`src/rtl/lcd_timing_ctrl.sv`:
```
// rtl/lcd_timing_ctrl.sv - programmable RGB parallel-LCD timing controller
module lcd_timing_ctrl #(
    parameter int          H_SYNC    = 10,
    parameter int          H_BP      = 36,
    parameter int          H_ACTIVE  = 640,
    parameter int          H_FP      = 370,
    parameter int          V_SYNC    = 10,
    parameter int          V_BP      = 13,
    parameter int          V_ACTIVE  = 480,
    parameter int          V_FP      = 22,
    parameter bit          SYNC_POL  = 1'b0,
    parameter int          READ_LEAD = 4,
    parameter int          DATA_W    = 16,
    parameter logic [23:0] BLANK_RGB = 24'h000000,
    parameter logic [23:0] UF_COLOR  = 24'hFF00FF
) (
    input  logic              clk,
    input  logic              reset,
    input  logic [DATA_W-1:0] lcd_readdata,
    input  logic              lcd_valid,
    output logic              lcd_read,
    input  logic [1:0]        mode,
    input  logic [23:0]       solid_rgb,
    input  logic              clr_status,
    output logic [7:0]        R,
    output logic [7:0]        G,
    output logic [7:0]        B,
    output logic              HSYNC,
    output logic              VSYNC,
    output logic              DE,
    output logic              LCD_CLK,
    output logic              frame_start,
    output logic              underflow
);

    localparam int H_TOTAL = H_SYNC + H_BP + H_ACTIVE + H_FP;
    localparam int V_TOTAL = V_SYNC + V_BP + V_ACTIVE + V_FP;
    localparam int HW      = $clog2(H_TOTAL + 1);
    localparam int HL      = HW + 1;
    localparam int VW      = $clog2(V_TOTAL + 1);
    localparam int BAR_W   = H_ACTIVE / 8;

    localparam logic [HW-1:0] H_LAST   = HW'(H_TOTAL - 1);
    localparam logic [HW-1:0] HS_END   = HW'(H_SYNC);
    localparam logic [HW-1:0] HA_START = HW'(H_SYNC + H_BP);
    localparam logic [HW-1:0] HA_END   = HW'(H_SYNC + H_BP + H_ACTIVE);
    localparam logic [HL-1:0] HL_START = HL'(H_SYNC + H_BP);
    localparam logic [HL-1:0] HL_END   = HL'(H_SYNC + H_BP + H_ACTIVE);
    localparam logic [HL-1:0] LEAD     = HL'(READ_LEAD);
    localparam logic [VW-1:0] V_LAST   = VW'(V_TOTAL - 1);
    localparam logic [VW-1:0] VS_END   = VW'(V_SYNC);
    localparam logic [VW-1:0] VA_START = VW'(V_SYNC + V_BP);
    localparam logic [VW-1:0] VA_END   = VW'(V_SYNC + V_BP + V_ACTIVE);

    localparam logic [1:0] MODE_STREAM = 2'd0;
    localparam logic [1:0] MODE_BARS   = 2'd1;

    logic [HW-1:0] h_q, h_d;
    logic [VW-1:0] v_q, v_d;
    logic [1:0]    mode_q, mode_d;
    logic          hs_q, hs_d, vs_q, vs_d, de_q, de_d, rd_q, rd_d, fs_q, fs_d, uf_q, uf_d;
    logic [23:0]   rgb_q, rgb_d;

    logic          h_act, v_act, rd_win;
    logic [HL-1:0] h_lead;
    logic [HW-1:0] bar_x;
    logic [2:0]    bar_idx;
    logic [23:0]   bar_rgb;
    logic [23:0]   stream_rgb;

    generate
        if (DATA_W == 24) begin : g_rgb888
            assign stream_rgb = lcd_readdata[23:0];
        end else begin : g_rgb565
            // Replicate the MSBs into the low bits so full-scale 565 maps to FF.
            assign stream_rgb = {lcd_readdata[15:11], lcd_readdata[15:13],
                                 lcd_readdata[10:5],  lcd_readdata[10:9],
                                 lcd_readdata[4:0],   lcd_readdata[4:2]};
        end
    endgenerate

    assign h_act  = (h_q >= HA_START) && (h_q < HA_END);
    assign v_act  = (v_q >= VA_START) && (v_q < VA_END);
    assign h_lead = HL'(h_q) + LEAD;
    assign rd_win = (h_lead >= HL_START) && (h_lead < HL_END);
    assign bar_x  = h_q - HA_START;

    always_comb begin
        bar_idx = 3'd0;
        for (int k = 1; k < 8; k++) begin
            if (bar_x >= HW'(k * BAR_W)) bar_idx = 3'(k);
        end
    end

    always_comb begin
        case (bar_idx)
            3'd0:    bar_rgb = 24'hFFFFFF;
            3'd1:    bar_rgb = 24'hFFFF00;
            3'd2:    bar_rgb = 24'h00FFFF;
            3'd3:    bar_rgb = 24'h00FF00;
            3'd4:    bar_rgb = 24'hFF00FF;
            3'd5:    bar_rgb = 24'hFF0000;
            3'd6:    bar_rgb = 24'h0000FF;
            default: bar_rgb = 24'h000000;
        endcase
    end

    always_comb begin
        h_d    = h_q + HW'(1);
        v_d    = v_q;
        mode_d = mode_q;
        if (h_q == H_LAST) begin
            h_d = '0;
            v_d = (v_q == V_LAST) ? '0 : v_q + VW'(1);
            // Mode only switches on the frame boundary so a frame is never mixed.
            if (v_q == V_LAST) mode_d = mode;
        end

        hs_d = (h_q < HS_END) ? SYNC_POL : ~SYNC_POL;
        vs_d = (v_q < VS_END) ? SYNC_POL : ~SYNC_POL;
        de_d = h_act && v_act;
        rd_d = rd_win && v_act && (mode_q == MODE_STREAM);
        fs_d = (h_q == '0) && (v_q == '0);

        rgb_d = BLANK_RGB;
        uf_d  = uf_q;
        if (clr_status) uf_d = 1'b0;
        if (de_d) begin
            if (mode_q == MODE_STREAM) begin
                if (lcd_valid) begin
                    rgb_d = stream_rgb;
                end else begin
                    rgb_d = UF_COLOR;
                    uf_d  = 1'b1;
                end
            end else if (mode_q == MODE_BARS) begin
                rgb_d = bar_rgb;
            end else begin
                rgb_d = solid_rgb;
            end
        end
    end

    always_ff @(posedge clk or negedge reset) begin
        if (!reset) begin
            h_q    <= '0;
            v_q    <= '0;
            mode_q <= MODE_STREAM;
            hs_q   <= ~SYNC_POL;
            vs_q   <= ~SYNC_POL;
            de_q   <= 1'b0;
            rd_q   <= 1'b0;
            fs_q   <= 1'b0;
            uf_q   <= 1'b0;
            rgb_q  <= BLANK_RGB;
        end else begin
            h_q    <= h_d;
            v_q    <= v_d;
            mode_q <= mode_d;
            hs_q   <= hs_d;
            vs_q   <= vs_d;
            de_q   <= de_d;
            rd_q   <= rd_d;
            fs_q   <= fs_d;
            uf_q   <= uf_d;
            rgb_q  <= rgb_d;
        end
    end

    assign R           = rgb_q[23:16];
    assign G           = rgb_q[15:8];
    assign B           = rgb_q[7:0];
    assign HSYNC       = hs_q;
    assign VSYNC       = vs_q;
    assign DE          = de_q;
    assign lcd_read    = rd_q;
    assign frame_start = fs_q;
    assign underflow   = uf_q;
    assign LCD_CLK     = clk & reset;

endmodule

```
`config.mk`:
```
export PLATFORM = sky130hd
export DESIGN_NAME = lcd_timing_ctrl
export DESIGN_NICKNAME = d
export VERILOG_FILES = /design/src/rtl/lcd_timing_ctrl.sv
export SDC_FILE = /design/constraint.sdc
export NUM_CORES = 1
export LEC_CHECK = 0
export CAP_MARGIN = 20
export CELL_PAD_IN_SITES_DETAIL_PLACEMENT = 1
export CELL_PAD_IN_SITES_GLOBAL_PLACEMENT = 2
export CORE_MARGIN = 3
export CORE_UTILIZATION = 33
export CTS_CLUSTER_DIAMETER = 40
export DETAILED_ROUTE_END_ITERATION = 16
export PLACE_DENSITY_LB_ADDON = 0.1
export SETUP_SLACK_MARGIN = 0.5
export SYNTH_ARGS = -nofsm -noshare
export SYNTH_HDL_FRONTEND = slang
export SYNTH_SLANG_ARGS = --single-unit
export TNS_END_PERCENT = 1
```
`constraint.sdc`:
```
create_clock -name clk -period 6.3 [get_ports clk]
set_input_delay 0.63 -clock clk [delete_from_list [all_inputs] [get_ports clk]]
set_output_delay 0.63 -clock clk [all_outputs]
set_load 0.05 [all_outputs]
```
# Word level (Yosys, flattened, before mapping)
# Index checks and enable logic that the tools add are counted.
# W data, S select, Z words.
totals:
  ff_bits: 53
  latch_bits: 0
  mem_bits_rw: 0
  romBits: 0
  inputBits: 46
  output_inout_bits: 31
  word_cells: 71
  mem_count: 0
classes:
  add_sub_neg: 4
  mul: 0
  n_div: 0
  order_cmp: 15
  n_eq_ne: 9
  n_shift: 0
  mux: 20
  n_bitwise: 1
  reduce_logical: 12
op_table:
  columns: ["cell", "n"]
  rows:
  - ["$pmux W24 S7", 1]
  - ["$mux W24", 4]
  - ["$ge A11 B9 Y1 const B", 3]
  - ["$ge A11 B8 Y1 const B", 2]
  - ["$mux W3", 5]
  - ["$add A11 B3 Y12 const B", 1]
  - ["$ge A12 B6 Y1 const B", 1]
  - ["$lt A12 B10 Y1 const B", 1]
  - ["$add A11 B1 Y11 const B", 1]
  - ["$eq A11 B11 Y1 const B", 1]
  - ["$ge A11 B10 Y1 const B", 1]
  - ["$ge A11 B6 Y1 const B", 1]
  - ["$ge A11 B7 Y1 const B", 1]
  - ["$logic_not A11 Y1", 1]
  - ["$lt A11 B10 Y1 const B", 1]
  - ["$lt A11 B4 Y1 const B", 1]
  - ["$mux W11", 1]
  - ["$sub A11 B6 Y11 const B", 1]
  - ["$add A10 B1 Y10 const B", 1]
  - ["$eq A10 B10 Y1 const B", 1]
  - ["$ge A10 B5 Y1 const B", 1]
  - ["$logic_not A10 Y1", 1]
  - ["$lt A10 B4 Y1 const B", 1]
  - ["$lt A10 B9 Y1 const B", 1]
  - ["12 further kinds", 27]

# Longest topological paths before layout
# Gate-level depths: netlist (run 1).
logic_depth:
  word_depth: 14
  ltp_mapped: 9
  mapped_depth_nobuf: 7

==> metrics.txt, run 1 <==
ys flop type dfrtp_1; Register Area 1330 um2; initial antenna violation count 0; area share of the leading cell type in the synthesized netlist between 30% and 40%; Area Overhead vs Synth 26.1%; status complete, no violations; Post-Synth XOR/XNOR Area 5.24%; PwrDens approximately 150 nW/um2; Worst Hold Class input pin to asynchronous set/reset pin; Req. time, crit path approximately 5.7 ns; vias in the first global route ~3200; Syn Area/Cell between 9 and 10 um2; post-synthesis mux area share 1.87%; Setup TNS 0 ns; Detailed Routing Iterations Pass 1 4; fin nets 493; Die X-Extent about 110 um; largest cells by area after synthesis dfrtp_1, a21oi_1, xnor2_1; # IOs between 70 and 80; Worst setup EP type primary output; Post-CTS Hold Fix Bufs 0; post-place setup slack roughly 1.7 ns; CP arrival between 4 and 5 ns; skew final 0.00816 ns; diodes inserted 0; VDD IR max around 93 uV; FF+latch count, synth 53; Die H between 100 and 150 um; DIE AREA ~12000 um2; startpoint types clock port; worst skew pair latency around 0.42 ns; simple-gate area share of the yosys netlist a little under a fifth; Via-to-Cell Ratio about 5.3; port buffer count between 70 and 80; final core utilization 44.0%; Slew Viols, Final 0; GRT Total Usage a little under a fifth; main combinational cell family by area after synthesis compound AO/OA/AOI/OAI gates; Post-synth EDFFs 0; Synth Area in Compound Gates about a quarter; Critical Path Fanout Max 2; Async S/R FF share, synth 100%; Mapped Area between 3000 and 4000 um2; Syn Inst Count 377; CTS tree yes; hpwl dp roughly 7600 um; grt total ovfl 0; via count 3027; first-pass GRT wire length 16800 um; Tot Pwr around 660 uW; max_cap viols 0; Worst Setup Slack, final roughly 1.5 ns; unrepaired setup endpoints after global routing no; Final setup viols 0; Warnings, synthesis 0; CTS resizes 0; Synth top cells by count dfrtp_1, a21oi_1, nand2_1, inv_1, nor2_1; area occupied by multi-input gates around 1900 um2; WL final slightly above 10000 um; syn nets 433; P_leak ~1.8 nW; largest net degree at the start of global routing between 50 and 60; clock-pin slew on the worst setup and hold paths 0.10 ns; Seq/Total Area, Yosys a little under two fifths; ratio of cells with drive above 1 in the final layout a little under an eighth; Cell variety after synth around 70; Slew headroom 45.1%; drt drc 0; Antenna Nets Post-Route 0; Final Hold Viols 0; most frequent cell after synthesis dfrtp_1; Starting Density a little over a third; Rows 36; Post-CTS Setup Inserts 0; Worst Setup Path Type clock port to primary output; cell taking the most area after synthesis dfrtp_1; Core Box Area ~10000 um2; final RePlAce weighted congestion slightly above 0.8; pin slew with the least headroom to its limit 0.824 ns; initial drt markers 90; DR WL/cell between 15 and 20 um; filler cell count ~1200; Adder-Cell Fraction of Synth Area between 3 and 4%
[logic make-up (layout without fill, tap and decap cells)]
| family | Yosys count | after routing |
|---|---|---|
| and+or+nand+nor | 122 | 122 |
| adders and majority gates | 11 | 11 |
| muxes | 6 | 6 |
| xor gates and xnor gates | 20 | 20 |
| AOI/OAI and AO/OA | 112 | 112 |
| DFF | 53 | 53 |
| buffers and inverters | 53 | 114 |
[through the flow]
stage | instance area (um2) | instances | hold WS, ns
final | 4400 | 571 | 0.308
after global routing | 4400 | 571 | 0.382
after CTS | 4400 | 571 | 0.353
after detailed placement | 4270 | 560 | 0.499
after global placement | 4270 | 560 | 0.491
after floorplan | 3490 | 377 | 0.334
[where the power goes]
part	switching (mW)	internal, mW
Combinational	0.0214	0.0310
Clock	0.141	0.127
Sequential	0.00337	0.341
[state kept, by name, indices dropped and copies added, names as in the netlist]
name	count
mode_q	2
underflow	1
h_q	11
rgb_q	24
frame_start	1
v_q	10
lcd_read	1
HSYNC	1
DE	1
VSYNC	1
[layer usage]
metal  GRT usage [%]  up-vias  wire length (um)
li1                -     1482                 -
met1            24.7     1464              5080
met2            28.6       72              4610
met3            4.97        9               530
met4            5.86        0               116
met5               0        -                 0
[worst max-delay path, cell delays in order]
cell             delay [ns]
clkbuf_8               0.11
clkbuf_8               0.12
and2_1                 0.14
clkdlybuf4s50_1        0.69
[path summary, 6_finish.rpt]
check | slack, ns | cells past startpoint | startpoint | to
setup / recovery | 1.47 | 4 | clk | LCD_CLK
min in group clk | 0.51 | 1 | h_q[0]$_DFF_PN0_ | h_q[0]$_DFF_PN0_
max in group asynchronous | 5.48 | 2 | reset | rgb_q[17]$_DFF_PN0_
setup reg to reg | 3.52 | 6 | h_q[5]$_DFF_PN0_ | rgb_q[3]$_DFF_PN0_
hold reg to reg | 0.51 | 1 | h_q[0]$_DFF_PN0_ | h_q[0]$_DFF_PN0_
hold / removal | 0.31 | 2 | reset | mode_q[1]$_DFFE_PN0P_
[cell type report]
type	instances	share of cell area (%)
multi-input cells	271	43.4
flip-flops and latches	53	30.2
repair buffers	77	17.3
clock buffers	10	2.82
well taps	133	3.79
clock inverters	2	0.313
inverters	25	2.13
[cell usage in the layout (no fill, tap or decap), types with 9 or more instances in the layout]
| master | count |
|---|---|
| dfrtp_1 | 51 |
| nand2_1 | 27 |
| ha_1 | 10 |
| inv_1 | 24 |
| o21ai_0 | 10 |
| o211ai_1 | 11 |
| nor2_1 | 21 |
| nand4_1 | 10 |
| a21oi_1 | 36 |
| nor3_1 | 17 |
| xnor2_1 | 17 |
| o22ai_1 | 9 |
| clkdlybuf4s50_1 | 75 |
(Power assumes the default switching activity.)
==> run 2: changes to the inputs <==
--- a/config.mk
+++ b/config.mk
@@ -9,7 +9,7 @@
 export CELL_PAD_IN_SITES_DETAIL_PLACEMENT = 1
 export CELL_PAD_IN_SITES_GLOBAL_PLACEMENT = 2
 export CORE_MARGIN = 3
-export CORE_UTILIZATION = 33
+export CORE_UTILIZATION = 31
 export CTS_CLUSTER_DIAMETER = 40
 export DETAILED_ROUTE_END_ITERATION = 16
 export PLACE_DENSITY_LB_ADDON = 0.1
==> constraint.sdc (replaced) <==
create_clock -name clk -period 4.8 [get_ports clk]
set_input_delay 0.48 -clock clk [delete_from_list [all_inputs] [get_ports clk]]
set_output_delay 0.48 -clock clk [all_outputs]
set_load 0.05 [all_outputs]
==> metrics.txt, run 2 (synthesis gave the netlist of run 1 again) <==
unrepaired setup endpoints after global routing no; fin nets 493 (unchanged); grt total ovfl 0 (unchanged); vias in the first global route 3296 (+4.0%); final RePlAce weighted congestion 0.803 (-1.5%); GRT Total Usage 17.5% (-0.78 points); Slew Viols, Final 0 (unchanged); first-pass GRT wire length 17700 um (+5.5%); Largest register FFs 24 (unchanged); initial drt markers 117 (+30%); Final setup viols 0 (unchanged); CTS resizes 0 (unchanged); Req. time, crit path 4.32 ns (-1.35 ns); hold slack final 0.238 ns (-0.0700 ns); Via-to-Cell Ratio 5.22 (-1.6%); # IOs 77 (unchanged); via count 3015 (-0.40%); WL final 10700 um (+3.5%); Antenna Nets Post-Route 0 (unchanged); Die X-Extent 112 um (+3.0%); CTS tree yes; Largest regs rgb_q x24, h_q x11, v_q x10; area occupied by multi-input gates 1910 um2 (unchanged); Area Overhead vs Synth 29.0%; clock-pin slew on the worst setup and hold paths 0.08 ns (-0.02 ns); diodes inserted 0 (unchanged); DR WL/cell 18.5 um (+2.3%); commonest non-fill, non-tap cell in the layout clkdlybuf4s50_1; ratio of cells with drive above 1 in the final layout 11.9% (unchanged); Worst setup EP type primary output; Register Area 1330 um2 (unchanged); VDD IR max 126 uV (+35%); Die H 112 um (+3.0%); skew final 0.00917 ns (+0.00101 ns); most frequent cells in the layout clkdlybuf4s50_1, dfrtp_1, a21oi_1; initial antenna violation count 0 (unchanged); Core Box Area 10900 um2 (+9.4%); Worst Setup Path Type clock port to primary output; startpoint types clock port; worst skew pair latency 0.41 ns (about the same); Rows 38 (+5.6%); largest net degree at the start of global routing 54 (-1.8%); DIE AREA 12600 um2 (+6.1%); drt drc 0 (unchanged); pin slew with the least headroom to its limit 0.838 ns (+0.0134 ns); filler cell count 1266 (+7.3%); port buffer count 76 (unchanged); Worst Hold Class input pin to asynchronous set/reset pin; CP arrival 3.47 ns (-0.73 ns); status complete, no violations; Post-CTS Setup Inserts 0 (unchanged); Reg with most FFs rgb_q; Critical Path Fanout Max 2 (unchanged); Slew headroom 44.2% (-0.89 points); Post-CTS Hold Fix Bufs 0 (unchanged); Tot Pwr 1.04 mW (+56%); PwrDens 231 nW/um2 (+52%); Starting Density 31.9% (-3.0 points); P_leak 1.80 nW (+2.1%); Detailed Routing Iterations Pass 1 4 (unchanged); hpwl dp 7840 um (+3.5%); Final Hold Viols 0 (unchanged); max_cap viols 0 (unchanged); Setup TNS 0 ns (unchanged)
## run 2: per-stage QoR
step,utilization [%],std cells,instance area [um2],setup slack [ns]
CTS,41.1,578,4500,0.837
floorplan,-,377,3490,1.62
detailed placement,39.1,567,4280,1.11
global placement,39.1,567,4280,1.11
finish,41.1,578,4500,0.847
global route,41.1,578,4500,0.823
## run 2: worst max-delay path, stage by stage
cell             delay [ns]
clkbuf_16              0.12
clkbuf_16              0.12
and2_1                 0.14
clkdlybuf4s50_1        0.69
## run 2: metal layers
| metal | wire length (um) | track usage [%] | vias up |
|---|---|---|---|
| met5 | 0 | 0 | - |
| met4 | 187 | 6.17 | 0 |
| met3 | 387 | 3.18 | 12 |
| met2 | 5090 | 28.6 | 67 |
| met1 | 5020 | 23.6 | 1460 |
| li1 | - | - | 1476 |
## run 2: path summary, 6_finish.rpt
| check | startpoint | endpoint | slack [ns] | cells past startpoint |
|---|---|---|---|---|
| max in group asynchronous | reset | h_q[5]$_DFF_PN0_ | 4.09 | 2 |
| worst max register to register | h_q[5]$_DFF_PN0_ | rgb_q[5]$_DFF_PN0_ | 2.02 | 6 |
| min in group clk | h_q[0]$_DFF_PN0_ | h_q[0]$_DFF_PN0_ | 0.49 | 1 |
| worst min register to register | h_q[0]$_DFF_PN0_ | h_q[0]$_DFF_PN0_ | 0.49 | 1 |
| worst max-delay path | clk | LCD_CLK | 0.85 | 4 |
| worst min-delay path | reset | rgb_q[16]$_DFF_PN0_ | 0.24 | 2 |
## run 2: layout make-up
type | instances | share of cell area [%]
multi-input cells | 271 | 42.4
flip-flops and latches | 53 | 29.5
repair buffers | 77 | 16.9
clock buffers | 10 | 4.76
well taps | 140 | 3.90
inverters | 25 | 2.09
clock inverters | 2 | 0.362
## run 2: power by group
part	internal, mW	total [mW]	switching, mW
registers	0.447	0.451	0.00427
logic	0.0408	0.0699	0.0292
clock network	0.311	0.516	0.205
total	0.798	1.04	0.238
